===== src/rtl/ks_add_sequencer_if.sv =====
// Request, shared-adder and response bundle for ks_add_sequencer.
// slave = the sequencer; master = requesters, the shared adder and the result consumer.
`timescale 1ns/1ps
interface ks_add_sequencer_if #(
    parameter int NCHUNK = 4
);
    localparam int W = 16 * NCHUNK;

    logic         req0_valid;
    logic         req1_valid;
    logic         req0_ready;
    logic         req1_ready;
    logic [W-1:0] req0_a;
    logic [W-1:0] req0_b;
    logic [W-1:0] req1_a;
    logic [W-1:0] req1_b;
    logic         req0_cin;
    logic         req1_cin;
    logic         req0_sub;
    logic         req1_sub;

    logic [15:0]  add_a;
    logic [15:0]  add_b;
    logic         add_cin;
    logic [15:0]  add_sum;
    logic         add_cout;

    logic         rsp_valid;
    logic         rsp_ready;
    logic         rsp_id;
    logic [W-1:0] rsp_sum;
    logic         rsp_cout;

    modport slave (
        input  req0_valid, req1_valid, req0_a, req0_b, req1_a, req1_b,
        input  req0_cin, req1_cin, req0_sub, req1_sub,
        input  add_sum, add_cout, rsp_ready,
        output req0_ready, req1_ready, add_a, add_b, add_cin,
        output rsp_valid, rsp_id, rsp_sum, rsp_cout
    );

    modport master (
        output req0_valid, req1_valid, req0_a, req0_b, req1_a, req1_b,
        output req0_cin, req1_cin, req0_sub, req1_sub,
        output add_sum, add_cout, rsp_ready,
        input  req0_ready, req1_ready, add_a, add_b, add_cin,
        input  rsp_valid, rsp_id, rsp_sum, rsp_cout
    );
endinterface


===== src/rtl/ks_add_sequencer.sv =====
// Two-port round-robin sequencer running 16*NCHUNK-bit adds one 16-bit chunk per cycle on an external adder.
// Define KS_SEQ_SUB_EN to honour req*_sub (a - b); otherwise every operation is a + b + cin.
`timescale 1ns/1ps
module ks_add_sequencer #(
    parameter int NCHUNK = 4
) (
    input  logic              clk,
    input  logic              rst_n,
    ks_add_sequencer_if.slave bus
);
    localparam int W  = 16 * NCHUNK;
    localparam int KW = (NCHUNK > 1) ? $clog2(NCHUNK) : 1;

    typedef enum logic [1:0] {
        IDLE = 2'd0,
        RUN  = 2'd1,
        DONE = 2'd2
    } state_t;

    state_t        r_state;
    state_t        w_next;
    logic          r_armed;
    logic          r_last_grant;
    logic          r_id;
    logic          r_carry;
    logic [KW-1:0] r_k;
    logic [W-1:0]  r_a;
    logic [W-1:0]  r_b;
    logic [W-1:0]  r_sum;

    logic          w_grant;
    logic          w_rdy0;
    logic          w_rdy1;
    logic          w_hs;
    logic          w_last_chunk;
    logic [W-1:0]  w_a;
    logic [W-1:0]  w_b;
    logic          w_cin;
    logic [W-1:0]  w_b_eff;
    logic          w_cin_eff;

    // Round robin on a tie; a lone requester always wins.
    assign w_grant = (bus.req0_valid && bus.req1_valid) ? ~r_last_grant : bus.req1_valid;
    assign w_a     = w_grant ? bus.req1_a   : bus.req0_a;
    assign w_b     = w_grant ? bus.req1_b   : bus.req0_b;
    assign w_cin   = w_grant ? bus.req1_cin : bus.req0_cin;

`ifdef KS_SEQ_SUB_EN
    logic w_sub;
    assign w_sub     = w_grant ? bus.req1_sub : bus.req0_sub;
    assign w_b_eff   = w_sub ? ~w_b : w_b;
    assign w_cin_eff = w_sub | w_cin;
`else
    logic w_unused_sub;
    assign w_unused_sub = bus.req0_sub ^ bus.req1_sub;
    assign w_b_eff      = w_b;
    assign w_cin_eff    = w_cin;
`endif

    assign w_hs         = w_rdy0 | w_rdy1;
    assign w_last_chunk = (r_k == KW'(NCHUNK - 1));

    // NOTE: clocked state uses non-blocking assignments so every flop samples pre-edge values.
    always_ff @(posedge clk or negedge rst_n) begin
        if (!rst_n) begin
            r_state <= IDLE;
        end else begin
            r_state <= w_next;
        end
    end

    // NOTE: every always_comb output gets a default first so no latch can be inferred.
    always_comb begin
        w_next = r_state;
        case (r_state)
            IDLE:    if (w_hs)          w_next = RUN;
            RUN:     if (w_last_chunk)  w_next = DONE;
            DONE:    if (bus.rsp_ready) w_next = IDLE;
            default:                    w_next = IDLE;
        endcase
    end

    always_comb begin
        w_rdy0        = 1'b0;
        w_rdy1        = 1'b0;
        bus.add_a     = '0;
        bus.add_b     = '0;
        bus.add_cin   = 1'b0;
        bus.rsp_valid = 1'b0;
        case (r_state)
            IDLE: begin
                w_rdy0 = r_armed & bus.req0_valid & ~w_grant;
                w_rdy1 = r_armed & bus.req1_valid &  w_grant;
            end
            RUN: begin
                bus.add_a   = r_a[15:0];
                bus.add_b   = r_b[15:0];
                bus.add_cin = r_carry;
            end
            DONE:    bus.rsp_valid = 1'b1;
            default: ;
        endcase
    end

    assign bus.req0_ready = w_rdy0;
    assign bus.req1_ready = w_rdy1;
    assign bus.rsp_sum    = r_sum;
    assign bus.rsp_id     = r_id;
    assign bus.rsp_cout   = r_carry;

    // Operands shift right one chunk per RUN cycle; the sum fills from the top, so chunk 0 ends at the bottom.
    // r_carry is preloaded with the effective carry-in, so chunk 0 needs no special case.
    always_ff @(posedge clk or negedge rst_n) begin
        if (!rst_n) begin
            r_armed      <= 1'b0;
            r_last_grant <= 1'b1;
            r_id         <= 1'b0;
            r_carry      <= 1'b0;
            r_k          <= '0;
            r_a          <= '0;
            r_b          <= '0;
            r_sum        <= '0;
        end else begin
            r_armed <= 1'b1;
            if (w_hs) begin
                r_a          <= w_a;
                r_b          <= w_b_eff;
                r_carry      <= w_cin_eff;
                r_id         <= w_grant;
                r_last_grant <= w_grant;
                r_k          <= '0;
            end else if (r_state == RUN) begin
                r_a     <= r_a >> 16;
                r_b     <= r_b >> 16;
                r_sum   <= {bus.add_sum, r_sum[W-1:16]};
                r_carry <= bus.add_cout;
                r_k     <= r_k + 1'b1;
            end
        end
    end
endmodule


===== src/flat_wrapper.sv =====
// flat-port wrapper written by rule: the top's interface ports become plain ports
module ks_add_sequencer_flat 
#(
    parameter int NCHUNK = 4
)
  (clk, rst_n, bus_req0_valid, bus_req1_valid, bus_req0_a, bus_req0_b, bus_req1_a, bus_req1_b, bus_req0_cin, bus_req1_cin, bus_req0_sub, bus_req1_sub, bus_add_sum, bus_add_cout, bus_rsp_ready, bus_req0_ready, bus_req1_ready, bus_add_a, bus_add_b, bus_add_cin, bus_rsp_valid, bus_rsp_id, bus_rsp_sum, bus_rsp_cout);
  ks_add_sequencer_if #(.NCHUNK(NCHUNK)) bus_i ();
  input  logic clk;
  input  logic rst_n;
  input wire logic [$bits(bus_i.req0_valid)-1:0] bus_req0_valid;
  input wire logic [$bits(bus_i.req1_valid)-1:0] bus_req1_valid;
  input wire logic [$bits(bus_i.req0_a)-1:0] bus_req0_a;
  input wire logic [$bits(bus_i.req0_b)-1:0] bus_req0_b;
  input wire logic [$bits(bus_i.req1_a)-1:0] bus_req1_a;
  input wire logic [$bits(bus_i.req1_b)-1:0] bus_req1_b;
  input wire logic [$bits(bus_i.req0_cin)-1:0] bus_req0_cin;
  input wire logic [$bits(bus_i.req1_cin)-1:0] bus_req1_cin;
  input wire logic [$bits(bus_i.req0_sub)-1:0] bus_req0_sub;
  input wire logic [$bits(bus_i.req1_sub)-1:0] bus_req1_sub;
  input wire logic [$bits(bus_i.add_sum)-1:0] bus_add_sum;
  input wire logic [$bits(bus_i.add_cout)-1:0] bus_add_cout;
  input wire logic [$bits(bus_i.rsp_ready)-1:0] bus_rsp_ready;
  output wire logic [$bits(bus_i.req0_ready)-1:0] bus_req0_ready;
  output wire logic [$bits(bus_i.req1_ready)-1:0] bus_req1_ready;
  output wire logic [$bits(bus_i.add_a)-1:0] bus_add_a;
  output wire logic [$bits(bus_i.add_b)-1:0] bus_add_b;
  output wire logic [$bits(bus_i.add_cin)-1:0] bus_add_cin;
  output wire logic [$bits(bus_i.rsp_valid)-1:0] bus_rsp_valid;
  output wire logic [$bits(bus_i.rsp_id)-1:0] bus_rsp_id;
  output wire logic [$bits(bus_i.rsp_sum)-1:0] bus_rsp_sum;
  output wire logic [$bits(bus_i.rsp_cout)-1:0] bus_rsp_cout;
  assign bus_i.req0_valid = bus_req0_valid;
  assign bus_i.req1_valid = bus_req1_valid;
  assign bus_i.req0_a = bus_req0_a;
  assign bus_i.req0_b = bus_req0_b;
  assign bus_i.req1_a = bus_req1_a;
  assign bus_i.req1_b = bus_req1_b;
  assign bus_i.req0_cin = bus_req0_cin;
  assign bus_i.req1_cin = bus_req1_cin;
  assign bus_i.req0_sub = bus_req0_sub;
  assign bus_i.req1_sub = bus_req1_sub;
  assign bus_i.add_sum = bus_add_sum;
  assign bus_i.add_cout = bus_add_cout;
  assign bus_i.rsp_ready = bus_rsp_ready;
  assign bus_req0_ready = bus_i.req0_ready;
  assign bus_req1_ready = bus_i.req1_ready;
  assign bus_add_a = bus_i.add_a;
  assign bus_add_b = bus_i.add_b;
  assign bus_add_cin = bus_i.add_cin;
  assign bus_rsp_valid = bus_i.rsp_valid;
  assign bus_rsp_id = bus_i.rsp_id;
  assign bus_rsp_sum = bus_i.rsp_sum;
  assign bus_rsp_cout = bus_i.rsp_cout;
  ks_add_sequencer #(.NCHUNK(NCHUNK)) u_core (.clk(clk), .rst_n(rst_n), .bus(bus_i));
endmodule

===== config.mk =====
export PLATFORM = sky130hd
export DESIGN_NAME = ks_add_sequencer_flat
export DESIGN_NICKNAME = d
export VERILOG_FILES = /design/src/rtl/ks_add_sequencer_if.sv /design/src/rtl/ks_add_sequencer.sv /design/src/flat_wrapper.sv
export SDC_FILE = /design/constraint.sdc
export NUM_CORES = 1
export LEC_CHECK = 0
export BUFFER_PORTS_ARGS = -buffer_cell sky130_fd_sc_hd__buf_2
export CAP_MARGIN = 20
export CORE_MARGIN = 2
export CORE_UTILIZATION = 30
export CTS_CLUSTER_DIAMETER = 150
export DETAILED_ROUTE_END_ITERATION = 8
export PLACE_DENSITY_LB_ADDON = 0.15
export SLEW_MARGIN = 20
export SYNTH_ARGS = -nofsm -noshare
export SYNTH_HDL_FRONTEND = slang
export SYNTH_SLANG_ARGS = --single-unit
export TNS_END_PERCENT = 10

===== constraint.sdc =====
create_clock -name clk -period 4.7 [get_ports clk]
set_clock_uncertainty 0.2 [all_clocks]
set_input_delay 0.235 -clock clk [delete_from_list [all_inputs] [get_ports clk]]
set_output_delay 0.235 -clock clk [all_outputs]
set_load 0.02 [all_outputs]

---- Word level (Yosys, flattened, before mapping) ----
Cells that the tools add are included.
word-level totals
  RAM bits ................................ 0
  memories ................................ 0
  ROM bits ................................ 0
  register bits after elaboration ......... 200
  output and inout bits ................... 102
  bits of input ports ..................... 282
  latch bits .............................. 0
  word-level logic and storage cells ...... 51
operators by class
  $lt $le $gt $ge ......................... 0
  bitwise operators ....................... 8
  divide/modulo/power cells ............... 0
  multipliers ............................. 0
  equal/unequal tests ..................... 6
  add/subtract/negate cells ............... 1
  reductions and logical operators ........ 5
  muxes and demuxes ....................... 22
  shifts and indexed selects .............. 0
operators with widths
  operator                                              number
  2-to-1 mux 64 bit                                     6
  2-to-1 mux 16 bit                                     2
  2-to-1 mux 2 bit                                      5
  2-to-1 mux 1 bit                                      8
  one-hot mux 2 bit (3 select lines)                    1
  bitwise AND 1 bit                                     4
  equality test 2 bit (second input constant)           2
  != test 2 x 1 -> 1 bit (second input constant)        2
  NOT 1 bit                                             3
  AND reduction 3 bit                                   1
  adder 2 x 1 -> 2 bit (second input constant)          1
  equality test 2 x 1 -> 1 bit (second input constant)  1
  zero test 2 bit                                       1
  != test 2 bit (second input constant)                 1
  AND reduction 2 bit                                   1
  nonzero test 2 bit                                    1
  logical AND 1 bit                                     1
  OR 1 bit                                              1

---- Longest topological paths before layout ----
Gate-level depths: netlist (run 1).
  word-level depth ........................ 8
  mapped depth ............................ 6
  depth with buffers taken out ............ 3

---- Worst setup path after synthesis (run 1) ----
OpenSTA, ideal clock, no wires.
  kind .................................... flip-flop to output port
  start ................................... register u_core.r_last_grant
  end ..................................... output port bus_req0_ready
  required time ........................... 4.265 ns
  buffers on the path ..................... 3
  arrival ................................. 1.306 ns
  path slack .............................. 2.959 ns
  stages on the path, launching flop included .. 6
  path through ............................ dfstp_2 a21boi_1 buf_2 buf_6 buf_6 nor2_1
on the way
  word-level cells in the longest chain between the ends .. 5
ends and longest elaborated chain
  element                 RTL line                 text
  start, declared         ks_add_sequencer.sv:23   logic r_last_grant;
  start signal, assigned  ks_add_sequencer.sv:130  r_last_grant <= w_grant;
  NOT 1 bit               ks_add_sequencer.sv:43   assign w_grant = (bus.req0_valid && bus.req1_valid) ? ~r_last_grant : bus.req1_valid;
  2-to-1 mux 1 bit        ks_add_sequencer.sv:43
  NOT 1 bit               ks_add_sequencer.sv:92   w_rdy0 = r_armed & bus.req0_valid & ~w_grant;
  bitwise AND 1 bit       ks_add_sequencer.sv:92
  2-to-1 mux 1 bit        ks_add_sequencer.sv:90   case (r_state)
  end, declared           flat_wrapper.sv:23       output wire logic [$bits(bus_i.req0_ready)-1:0] bus_req0_ready;
No other way between the ends.

---- Worst setup path after layout (run 1) ----
  start ................................... input port bus_req1_valid
  end ..................................... register u_core.r_a[6]
on the way
  word-level cells in the longest chain between the ends .. 7
  elaborated cells on any way between the ends .. 12
  those cells by class .................... mux: 5; bitwise: 5; reduce/logical: 2
ends and longest elaborated chain
  element                                                  RTL line                 text
  start, declared                                          flat_wrapper.sv:11       input wire logic [$bits(bus_i.req1_valid)-1:0] bus_req1_valid;
  logical AND 1 bit                                        ks_add_sequencer.sv:43
  2-to-1 mux 1 bit                                         ks_add_sequencer.sv:43
  NOT 1 bit                                                ks_add_sequencer.sv:92
  bitwise AND 1 bit                                        ks_add_sequencer.sv:92
  2-to-1 mux 1 bit                                         ks_add_sequencer.sv:90
  OR 1 bit                                                 ks_add_sequencer.sv:60   assign w_hs = w_rdy0 | w_rdy1;
  2-to-1 mux 64 bit or nonzero test 2 bit (tied branches)  n/a
  end signal, assigned                                     ks_add_sequencer.sv:126  r_a <= w_a;
  end signal, assigned                                     ks_add_sequencer.sv:133  r_a <= r_a >> 16;
  end, declared                                            ks_add_sequencer.sv:27   logic [W-1:0] r_a;
Several ways; a longest one is shown, not always the timed one.
A chain may end at the register's enable or synchronous reset.

==> results of run 1 <==
cell usage after synthesis, types with 2 or more instances:
library cell,instances
and2_1,2
buf_1,10
buf_2,20
buf_4,4
buf_6,4
buf_8,6
clkbuf_1,28
dfrtp_1,199
inv_1,99
mux2i_1,161
nand2_1,323
nor2_1,35
nor2b_1,2
o21ai_0,2
o221ai_1,97
worst max-delay path by stage:
stage	slack, ns	start	endpoint	depth (start not counted)
2_1_floorplan	2.96	u_core.r_last_grant$_DFFE_PN1N_	bus_req0_ready	5
3_3_place_gp	2.31	bus_req1_valid	u_core.r_a[31]$_DFFE_PN0P_	5
3_5_place_dp	2.27	bus_req1_valid	u_core.r_a[39]$_DFFE_PN0P_	5
4_1_cts	1.71	bus_req1_valid	u_core.r_a[31]$_DFFE_PN0P_	7
5_1_grt	1.54	bus_req1_valid	u_core.r_a[24]$_DFFE_PN0P_	7
6_report	1.67	bus_req1_valid	u_core.r_a[6]$_DFFE_PN0P_	7
metal layers:
metal  share of wire  up-vias
met5               0        -
met4           0.018        0
met3           0.036       31
met2            0.49      240
met1            0.46     4339
li1                -     4595
cells by family after synthesis:
group | count (synthesis)
AOI/OAI and AO/OA | 107
adders and majority gates | 1
buffers and inverters | 171
DFF | 200
muxes | 161
other | 1
and+or+nand+nor | 365
flip-flops by register name, indices dropped and copies added (netlist names):
signal,count
u_core.bus.rsp_cout,1
u_core.bus.rsp_id,1
u_core.bus.rsp_sum,64
u_core.r_a,64
u_core.r_armed,1
u_core.r_b,64
u_core.r_k,2
u_core.r_last_grant,1
u_core.r_state,2
worst max-delay path: stages:
cell           delay (ns)
dlygate4sd3_1        0.53
buf_2                0.16
a21boi_4             0.70
buf_12               0.42
mux2i_1              0.26
dlygate4sd3_1        0.59
o221ai_1             0.12
placed cells by master, fill, tap and decap left out, types with 2 or more instances in the layout:
master / instances
clkinv_8: 5
buf_2: 380
inv_6: 2
inv_1: 99
dfrtp_1: 199
nand2_1: 323
and2_1: 2
o21ai_0: 2
buf_12: 6
inv_8: 5
buf_4: 5
mux2i_1: 161
o221ai_1: 97
dlygate4sd3_1: 272
nor2_1: 35
clkbuf_16: 17
layout make-up:
cell class / instances / area, µm² / area share
Inverter: 99 / 371.6 / 0.02434
Clock inverter: 15 / 176.4 / 0.01156
Sequential cell: 200 / 5006 / 0.3279
Clock buffer: 17 / 425.4 / 0.02787
Timing Repair Buffer: 664 / 4796 / 0.3142
Tap cell: 402 / 503.0 / 0.03295
Multi-Input combinational cell: 635 / 3988 / 0.2612
per-stage QoR:
stage | hold WS, ns | total power, µW | area, µm²
2_1_floorplan | -0.2606 | 5334 | 9732
3_3_place_gp | 0.09492 | 6474 | 11940
3_5_place_dp | 0.09102 | 6531 | 11940
4_1_cts | 0.0006025 | 8345 | 15250
5_1_grt | 0.005307 | 8910 | 15270
6_report | 0.006109 | 8226 | 15270
power by group:
group	internal, µW	leakage, µW	switching (µW)
combinational	1480	0.00507	2340
sequential	2490	0.00256	428
clock	723	0.000291	765
what timing repair did:
item / 4_1_cts / 5_1_grt
hold buffers: 270 / 2
hold endpoints to repair: 214 / 2
setup endpoints to repair: 0 / 0
==> qor.csv, run 1 <==
stage,metric,value,unit
synthesis,Synth Area in Simple Gates,0.1437,
sta,Slew Limit Fails,0,
sta,Final Cycle Share,0.6453,
placed_design,Setup WS pre-CTS,2.266,ns
global_routing,first-pass GRT wire length,48220,µm
detailed_routing,via count,9205,
global_routing,busiest grt layer,met2,
sta,final worst setup slack,1.667,ns
global_routing,pin count of the biggest net entering global routing,104,
global_routing,met2 Use GR,0.3008,
floorplan,starting density of the core,0.3068,
global_routing,met1 usage,0.2389,
critical_path,RR Startpoint,u_core.r_last_grant$_DFFE_PN1N_,
synthesis,synth unique cells,29,
floorplan,core area,0.03172,mm²
placed_design,DPL Wire Length,19840,µm
outcome,status,finished clean,
clock_tree,TritonCTS Sinks,200,
final_layout,final cell count without fillers,2032,
synthesis,ys flop type,dfrtp_1,
synthesis,largest family of logic cells by synthesized area,multiplexers,
sta,final setup TNS,0,ns
sta,final-report setup violation count,0,
floorplan,io pins,384,
sta,minimum clock period,3.033,ns
synthesis,sequential share of the synthesized area,0.5144,
clock_tree,Root Buffer,clkbuf_16,
synthesis,async set or reset register ratio after synthesis,1.000,
critical_path,Critical Path End Type,register,
global_routing,Tot GR Track Use,0.1790,
synthesis,Post-synth EDFFs,0,
clock_tree,post-CTS sizing,0,
flow_run,MaxCap Viol Count,0,
global_routing,met3 Usage GRT,0.02885,
detailed_routing,Vias per Instance,4.530,
synthesis,"FF+latch count, synth",200,
final_layout,Final Util,0.4813,
sta,Worst slew margin,0.4477,
final_layout,Area Overhead vs Synth,56.87,%
floorplan,# rows,65,
synthesis,share of the synthesized area in the top cell type,0.5117,
power,pwr/cell area,538.9,mW/mm²
synthesis,Yosys warnings,0,
detailed_routing,Final ANT Viol Nets,0,
synthesis,biggest area consumer among synthesized cells,dfrtp_1,
sta,Final Hold Fails,0,
power,peak supply drop,0.3750,mV
synthesis,syn_nets,1289,
clock_tree,CTS Buffer Depth,2,
detailed_routing,final WL,30570,µm
critical_path,crit path max fanout,62,
hold_path,hold_sp,bus_req0_b[6],
critical_path,FF-to-FF End,u_core.r_a[6]$_DFFE_PN0P_,
sta,actual slew at the worst max-slew pin,0.8263,ns
hold_path,min-delay worst type,input pin to register,
critical_path,Crit Path Class,input pin to register,
placed_design,gpl congestion,0.7318,
synthesis,Synth Area in Compound Gates,0.09450,
final_layout,Final #Nets,1900,
synthesis,Mapped Cells,1006,
synthesis,synth top area cells,"dfrtp_1, mux2i_1, nand2_1",
global_routing,"Remaining Overflow, GRT",0,
floorplan,Die Y,184.1,µm
clock_tree,CTS tree,yes,
clock_tree,CTS H-tree lvls,4,
detailed_routing,1st-iter DRT viols,515,
synthesis,Synth Area in XOR/XNOR,0,
sta,fmax,329.7,MHz
sta,RSZ-0062 raised after global routing,no,
floorplan,total die area,0.03390,mm²
final_layout,Fill cells,3083,
clock_tree,Post-CTS Repair Setup Buffers,0,
clock_tree,Worst-Skew Late Latency,0.43,ns
final_layout,layout cells sized above 1,0.2650,
critical_path,Reg2Reg Setup Slack,1.80,ns
synthesis,mux contribution to synthesized area,0.1656,
placed_design,PortBufs,381,
synthesis,adder-cell share of the synthesized area,0.001286,
critical_path,critical path launch point type,input pin,
critical_path,Critical Path AT,3.12,ns
power,leakage,0.007922,µW
hold_path,Hold Path Stages,3,
synthesis,"Avg Cell Area, Syn",9.674,µm²
global_routing,initial antenna violation count,0,
floorplan,Die Wd,184.1,µm
placed_design,placed instance count,1728,
synthesis,Mapped Area,0.009732,mm²
hold_path,Hold EP,u_core.r_b[6]$_DFFE_PN0P_,
critical_path,FF-to-FF path depth,5,
detailed_routing,Residual DRC,0,
clock_tree,Worst-path clk slew,0.08,ns
clock_tree,CTS Buf Count,17,
detailed_routing,1st-pass router iterations,6,
detailed_routing,Wirelength per Cell,15.04,µm
critical_path,"Req. time, crit path",4.78,ns
global_routing,vias in the first global route,9414,
final_layout,antenna cell count,0,
No activity file was read; power rests on OpenSTA's default activity.
==> run 2: changes to the inputs <==
==> constraint.sdc (replaced) <==
create_clock -name clk -period 2.9 [get_ports clk]
set_clock_uncertainty 0.2 [all_clocks]
set_input_delay 0.145 -clock clk [delete_from_list [all_inputs] [get_ports clk]]
set_output_delay 0.145 -clock clk [all_outputs]
set_load 0.02 [all_outputs]
==> qor.csv, run 2 (synthesized netlist as in run 1, its figures left out) <==
stage,metric,value,unit,change
detailed_routing,via count,9249,,+0.48%
power,sw frac,0.4286,,-0.001197
sta,minimum clock period,2.727,ns,
clock_tree,CTS tree,yes,,
critical_path,"Req. time, crit path",3.01,ns,-1.77 ns
sta,RSZ-0062 raised after global routing,no,,
final_layout,Final #Nets,1912,,+0.63%
flow_run,MaxCap Viol Count,0,,unchanged
clock_tree,Root Buffer,clkbuf_16,,
final_layout,Area Overhead vs Synth,58.13,%,
detailed_routing,Wirelength per Cell,14.92,µm,-0.86%
power,combinational share of power,0.469,,+0.004
placed_design,PortBufs,381,,unchanged
final_layout,layout cells sized above 1,0.2661,,+0.001108
global_routing,Tot GR Track Use,0.1806,,+0.001632
sta,final setup TNS,0,ns,unchanged
power,Clk pwr share,0.180,,about the same
placed_design,placed cell areas,0.01199,mm²,+0.42%
power,leakage,0.007978,µW,+0.72%
sta,actual slew at the worst max-slew pin,0.9773,ns,+0.1510 ns
floorplan,Die Y,184.1,µm,unchanged
floorplan,starting density of the core,0.3068,,unchanged
critical_path,Critical Path End Type,register,,
sta,Final Hold Fails,0,,unchanged
floorplan,total die area,0.03390,mm²,unchanged
power,peak supply drop,0.5406,mV,+44%
critical_path,Critical Path AT,2.84,ns,-0.28 ns
final_layout,antenna cell count,0,,unchanged
detailed_routing,1st-pass router iterations,5,,-1
sta,final worst setup slack,0.1734,ns,-1.494 ns
clock_tree,TritonCTS Sinks,200,,unchanged
clock_tree,Worst-Skew Late Latency,0.43,ns,about the same
floorplan,io pins,384,,unchanged
floorplan,# rows,65,,unchanged
detailed_routing,Final ANT Viol Nets,0,,unchanged
power,net switching power,5771,µW,+63%
global_routing,pin count of the biggest net entering global routing,77,,-26%
placed_design,gpl congestion,0.7622,,+4.2%
placed_design,Setup WS pre-CTS,0.7262,ns,-1.540 ns
clock_tree,CTS H-tree lvls,4,,unchanged
final_layout,post-route cell area,0.01539,mm²,+0.80%
critical_path,crit path max fanout,76,,+23%
final_layout,"most common cell after layout, fill and taps aside",buf_2,,
detailed_routing,final WL,30490,µm,-0.27%
critical_path,critical path launch point type,register,,
detailed_routing,1st-iter DRT viols,420,,-18%
placed_design,DPL Wire Length,19920,µm,+0.42%
sta,final-report setup violation count,0,,unchanged
hold_path,min-delay worst type,input pin to async pin,,
floorplan,Die Wd,184.1,µm,unchanged
sta,Final Cycle Share,0.9402,,
sta,fmax,366.8,MHz,
outcome,status,finished clean,,
sta,Slew Limit Fails,0,,unchanged
power,Pint,7694,µW,+64%
detailed_routing,Vias per Instance,4.525,,-0.11%
global_routing,first-pass GRT wire length,48710,µm,+1.0%
detailed_routing,Residual DRC,0,,unchanged
critical_path,Crit Path Class,register to register,,
global_routing,vias in the first global route,9575,,+1.7%
sta,Worst slew margin,0.3485,,-0.09926
floorplan,core area,0.03172,mm²,unchanged
global_routing,"Remaining Overflow, GRT",0,,unchanged
power,pwr/cell area,875.0,mW/mm²,+62%
global_routing,initial antenna violation count,0,,unchanged
clock_tree,CTS Buffer Depth,2,,unchanged
clock_tree,Worst-path clk slew,0.09,ns,about the same
final_layout,most frequent cells in the layout,"buf_2, nand2_1, dlygate4sd3_1",,
power,power share of the sequential group,0.351,,-0.003
clock_tree,CTS Buf Count,17,,unchanged
[run 2: cell types whose count changed in the layout (fill, tap and decap cells not counted)]
cell and delta:
inv_8 -2, inv_12 +1, buf_12 +1, dlygate4sd3_1 +7
inv_6 +1, buf_4 +4
[run 2: final timing paths]
kind | cells past startpoint | startpoint | to | slack [ns]
worst max-delay path | 5 | u_core.r_state[1]$_DFFE_PN0P_ | u_core.bus.rsp_cout$_DFFE_PN0P_ | 0.17
worst min-delay path | 2 | rst_n | u_core.r_a[61]$_DFFE_PN0P_ | 0.04
worst max register to register | 5 | u_core.r_state[1]$_DFFE_PN0P_ | u_core.bus.rsp_cout$_DFFE_PN0P_ | 0.17
worst min register to register | 2 | u_core.bus.rsp_sum[0]$_DFFE_PN0P_ | u_core.bus.rsp_sum[0]$_DFFE_PN0P_ | 0.27
max in group asynchronous | 3 | rst_n | u_core.bus.rsp_sum[32]$_DFFE_PN0P_ | 1.62
min in group clk | 4 | bus_add_sum[12] | u_core.bus.rsp_sum[60]$_DFFE_PN0P_ | 0.24
[run 2: metal layers]
layer	vias to the layer above	global-route usage	share of wire
li1	4616	-	-
met1	4377	0.2304	0.45
met4	0	0.05856	0.022
met2	223	0.3132	0.49
met5	-	0	0
met3	33	0.02826	0.039
[run 2: cell type report]
class	instances	area, µm²
timing repair buffer	676	4916
tap	402	503.0
clock buffer	17	425.4
sequential	200	5006
multi-input combinational	635	3988
fill	3067	16330
clock inverter	15	178.9
inverter	99	371.6
[run 2: stage by stage]
step                      instances  hold WS [ns]  power, µW    util
after floorplan                1006       -0.3506       8644       -
after global placement         1733    -0.0004755      10560  0.3781
after detailed placement       1733      -0.01314      10660  0.3781
after CTS                      2044       0.07108      13650  0.4852
after global routing           2044       0.09119      14560  0.4852
final                          2044       0.04476      13460  0.4852
[run 2: timing repair]
action / CTS / global route
resized for setup: 0 / 0
hold endpoints to repair: 257 / 0
setup buffers: 0 / 0
hold buffers: 279 / 0
[run 2: worst max-delay path: stages (launching register included)]
cell           delay [ns]
dfrtp_1              0.52
nor3b_2              0.13
o21ai_4              0.11
buf_4                0.78
o221ai_1             0.19
dlygate4sd3_1        0.61
[run 2: power groups by stage]
stage / clock [µW] / combinational [µW] / sequential, µW
CTS: 2520 / 6400 / 4730
global route: 2630 / 7030 / 4890
detailed placement: 0 / 5880 / 4780
finish: 2430 / 6310 / 4730
global placement: 0 / 5790 / 4770
floorplan: 0 / 3530 / 5110
==> run 3: changes to the inputs <==
--- a/config.mk
+++ b/config.mk
@@ -7,11 +7,13 @@
 export LEC_CHECK = 0
 export BUFFER_PORTS_ARGS = -buffer_cell sky130_fd_sc_hd__buf_2
 export CAP_MARGIN = 20
+export CELL_PAD_IN_SITES_DETAIL_PLACEMENT = 0
+export CELL_PAD_IN_SITES_GLOBAL_PLACEMENT = 1
 export CORE_MARGIN = 2
 export CORE_UTILIZATION = 30
 export CTS_CLUSTER_DIAMETER = 150
 export DETAILED_ROUTE_END_ITERATION = 8
-export PLACE_DENSITY_LB_ADDON = 0.15
+export PLACE_DENSITY_LB_ADDON = 0.25
 export SLEW_MARGIN = 20
 export SYNTH_ARGS = -nofsm -noshare
 export SYNTH_HDL_FRONTEND = slang
==> qor.csv, run 3 (synthesized netlist as in run 1, its figures left out) <==
stage,metric,value,unit,change
outcome,status,finished clean,,
clock_tree,CTS H-tree lvls,4,,unchanged
detailed_routing,Final ANT Viol Nets,0,,unchanged
clock_tree,TritonCTS Sinks,200,,unchanged
power,leakage,0.007996,µW,+0.23%
critical_path,Crit Path Class,input pin to register,,
critical_path,"Req. time, crit path",3.02,ns,about the same
final_layout,most frequent cells in the layout,"buf_2, nand2_1, dlygate4sd3_1",,
floorplan,total die area,0.03390,mm²,unchanged
clock_tree,Worst-path clk slew,0.09,ns,about the same
final_layout,layout cells sized above 1,0.2664,,+0.0002845
clock_tree,post-CTS sizing,0,,unchanged
sta,RSZ-0062 raised after global routing,no,,
clock_tree,Root Buffer,clkbuf_16,,
clock_tree,Post-CTS Repair Setup Buffers,0,,unchanged
clock_tree,Worst-Skew Late Latency,0.44,ns,about the same
sta,minimum clock period,2.643,ns,-0.08346 ns
global_routing,"Remaining Overflow, GRT",0,,unchanged
detailed_routing,via count,9319,,+0.76%
power,peak supply drop,0.8377,mV,+55%
final_layout,"most common cell after layout, fill and taps aside",buf_2,,
global_routing,vias in the first global route,9727,,+1.6%
floorplan,core area,0.03172,mm²,unchanged
floorplan,# rows,65,,unchanged
placed_design,DPL Wire Length,21520,µm,+8.1%
final_layout,Final #Nets,1914,,+0.10%
critical_path,crit path max fanout,84,,+11%
detailed_routing,1st-iter DRT viols,561,,+34%
critical_path,CP cell instances,"dlygate4sd3_1, buf_2, o21ai_4, buf_12, o221ai_1, dlygate4sd3_1",,
detailed_routing,Residual DRC,0,,unchanged
placed_design,placed cell areas,0.01205,mm²,+0.45%
detailed_routing,Wirelength per Cell,15.81,µm,+6.0%
clock_tree,CTS tree,yes,,
critical_path,critical path launch point type,input pin,,
floorplan,starting density of the core,0.3068,,unchanged
final_layout,storage element area,0.005006,mm²,unchanged
final_layout,Fill cells,3077,,+0.33%
sta,final-report setup violation count,0,,unchanged
final_layout,Area Overhead vs Synth,58.46,%,
detailed_routing,1st-pass router iterations,4,,-1
final_layout,post-route cell area,0.01542,mm²,+0.21%
detailed_routing,Vias per Instance,4.550,,+0.56%
sta,Worst slew margin,0.4452,,+0.09674
critical_path,Critical-path top delay cell,o21ai_4,,
global_routing,initial antenna violation count,2,,+2
floorplan,io pins,384,,unchanged
critical_path,Critical Path End Type,register,,
sta,Final Cycle Share,0.9114,,-0.02878
sta,Slew Limit Fails,0,,unchanged
critical_path,crit-path most repeated cell,dlygate4sd3_1,,
global_routing,first-pass GRT wire length,50970,µm,+4.6%
sta,fmax,378.3,MHz,+3.2%
sta,final setup TNS,0,ns,unchanged
sta,Final Hold Fails,0,,unchanged
power,pwr/cell area,878.8,mW/mm²,+0.44%
floorplan,Die Wd,184.1,µm,unchanged
sta,actual slew at the worst max-slew pin,0.8291,ns,-0.1483 ns
critical_path,CP peak stage delay,0.65,ns,-0.13 ns
global_routing,Tot GR Track Use,0.1911,,+0.01055
clock_tree,CTS Buf Count,17,,unchanged
flow_run,MaxCap Viol Count,0,,unchanged
placed_design,gpl congestion,0.7673,,+0.67%
detailed_routing,final WL,32370,µm,+6.2%
clock_tree,CTS Buffer Depth,2,,unchanged
final_layout,Multi-input gate area,0.003988,mm²,unchanged
placed_design,PortBufs,381,,unchanged
floorplan,Die Y,184.1,µm,unchanged
hold_path,min-delay worst type,input pin to async pin,,
global_routing,pin count of the biggest net entering global routing,102,,+32%
critical_path,Critical Path AT,2.76,ns,-0.08 ns
==> run 3: cell types whose count changed in the layout (fill, tap and decap cells not counted), moves of 2 or more <==
| cell | delta |
|---|---|
| diode_2 | +2 |
| inv_6 | +3 |
| clkinv_8 | -2 |
| buf_12 | +3 |
| inv_8 | -2 |
==> run 3: what timing repair did <==
| item | in CTS | in global routing |
|---|---|---|
| setup endpoints to repair | 0 | 0 |
| hold buffers | 279 | 0 |
| endpoints found under the hold margin | 330 | 0 |
==> run 3: layout make-up <==
| type | count | area share |
|---|---|---|
| Clock buffer | 19 | 0.02872 |
| Timing Repair Buffer | 678 | 0.3223 |
| Tap cell | 402 | 0.03262 |
| Clock inverter | 13 | 0.008763 |
| Multi-Input combinational cell | 635 | 0.2586 |
| Inverter | 99 | 0.02410 |
| Sequential cell | 200 | 0.3246 |
| Antenna cell | 2 | 0.0003245 |
==> run 3: final timing paths <==
| kind | startpoint | endpoint | slack, ns | depth (start not counted) |
|---|---|---|---|---|
| max | bus_req0_valid | u_core.bus.rsp_cout$_DFFE_PN0P_ | 0.26 | 6 |
| min | rst_n | u_core.r_a[61]$_DFFE_PN0P_ | 0.06 | 2 |
| max reg2reg | u_core.r_state[1]$_DFFE_PN0P_ | u_core.bus.rsp_cout$_DFFE_PN0P_ | 0.36 | 5 |
| min reg2reg | u_core.bus.rsp_sum[15]$_DFFE_PN0P_ | u_core.bus.rsp_sum[15]$_DFFE_PN0P_ | 0.27 | 2 |
| max in group asynchronous | rst_n | u_core.r_b[1]$_DFFE_PN0P_ | 1.71 | 3 |
| min in group clk | bus_add_sum[4] | u_core.bus.rsp_sum[52]$_DFFE_PN0P_ | 0.24 | 4 |
==> run 3: metal layers <==
metal | part of all wire | routed length [µm] | GRT usage | up-vias
li1 | - | - | - | 4628
met1 | 0.45 | 14620 | 0.2494 | 4415
met2 | 0.49 | 15780 | 0.3282 | 238
met3 | 0.043 | 1399 | 0.03339 | 38
met4 | 0.018 | 572 | 0.04928 | 0
met5 | 0 | 0 | 0 | -
==> run 3: critical path: cells and delay by family <==
kind	cells	cell delay (ns)
buffers and inverters	4	1.72
AOI/OAI and AO/OA	2	0.80
==> run 3: through the flow <==
stage	total power (µW)	utilization	instances	hold slack, ns	setup slack [ns]
final	13550	0.4862	2048	0.06493	0.2568
after global routing	14600	0.4861	2047	0.09657	0.1268
after CTS	13720	0.4860	2046	0.08279	0.2818
after detailed placement	10790	0.3798	1735	-0.03873	0.8632
after global placement	10700	0.3798	1735	-0.03439	0.9001
after floorplan	8644	-	1006	-0.3506	1.249
==> run 3: power by group <==
group | total [µW] | internal (µW) | switching (µW)
combinational | 6450 | 2540 | 3900
clock | 2370 | 1170 | 1200
sequential | 4740 | 4030 | 707
total | 13600 | 7750 | 5810
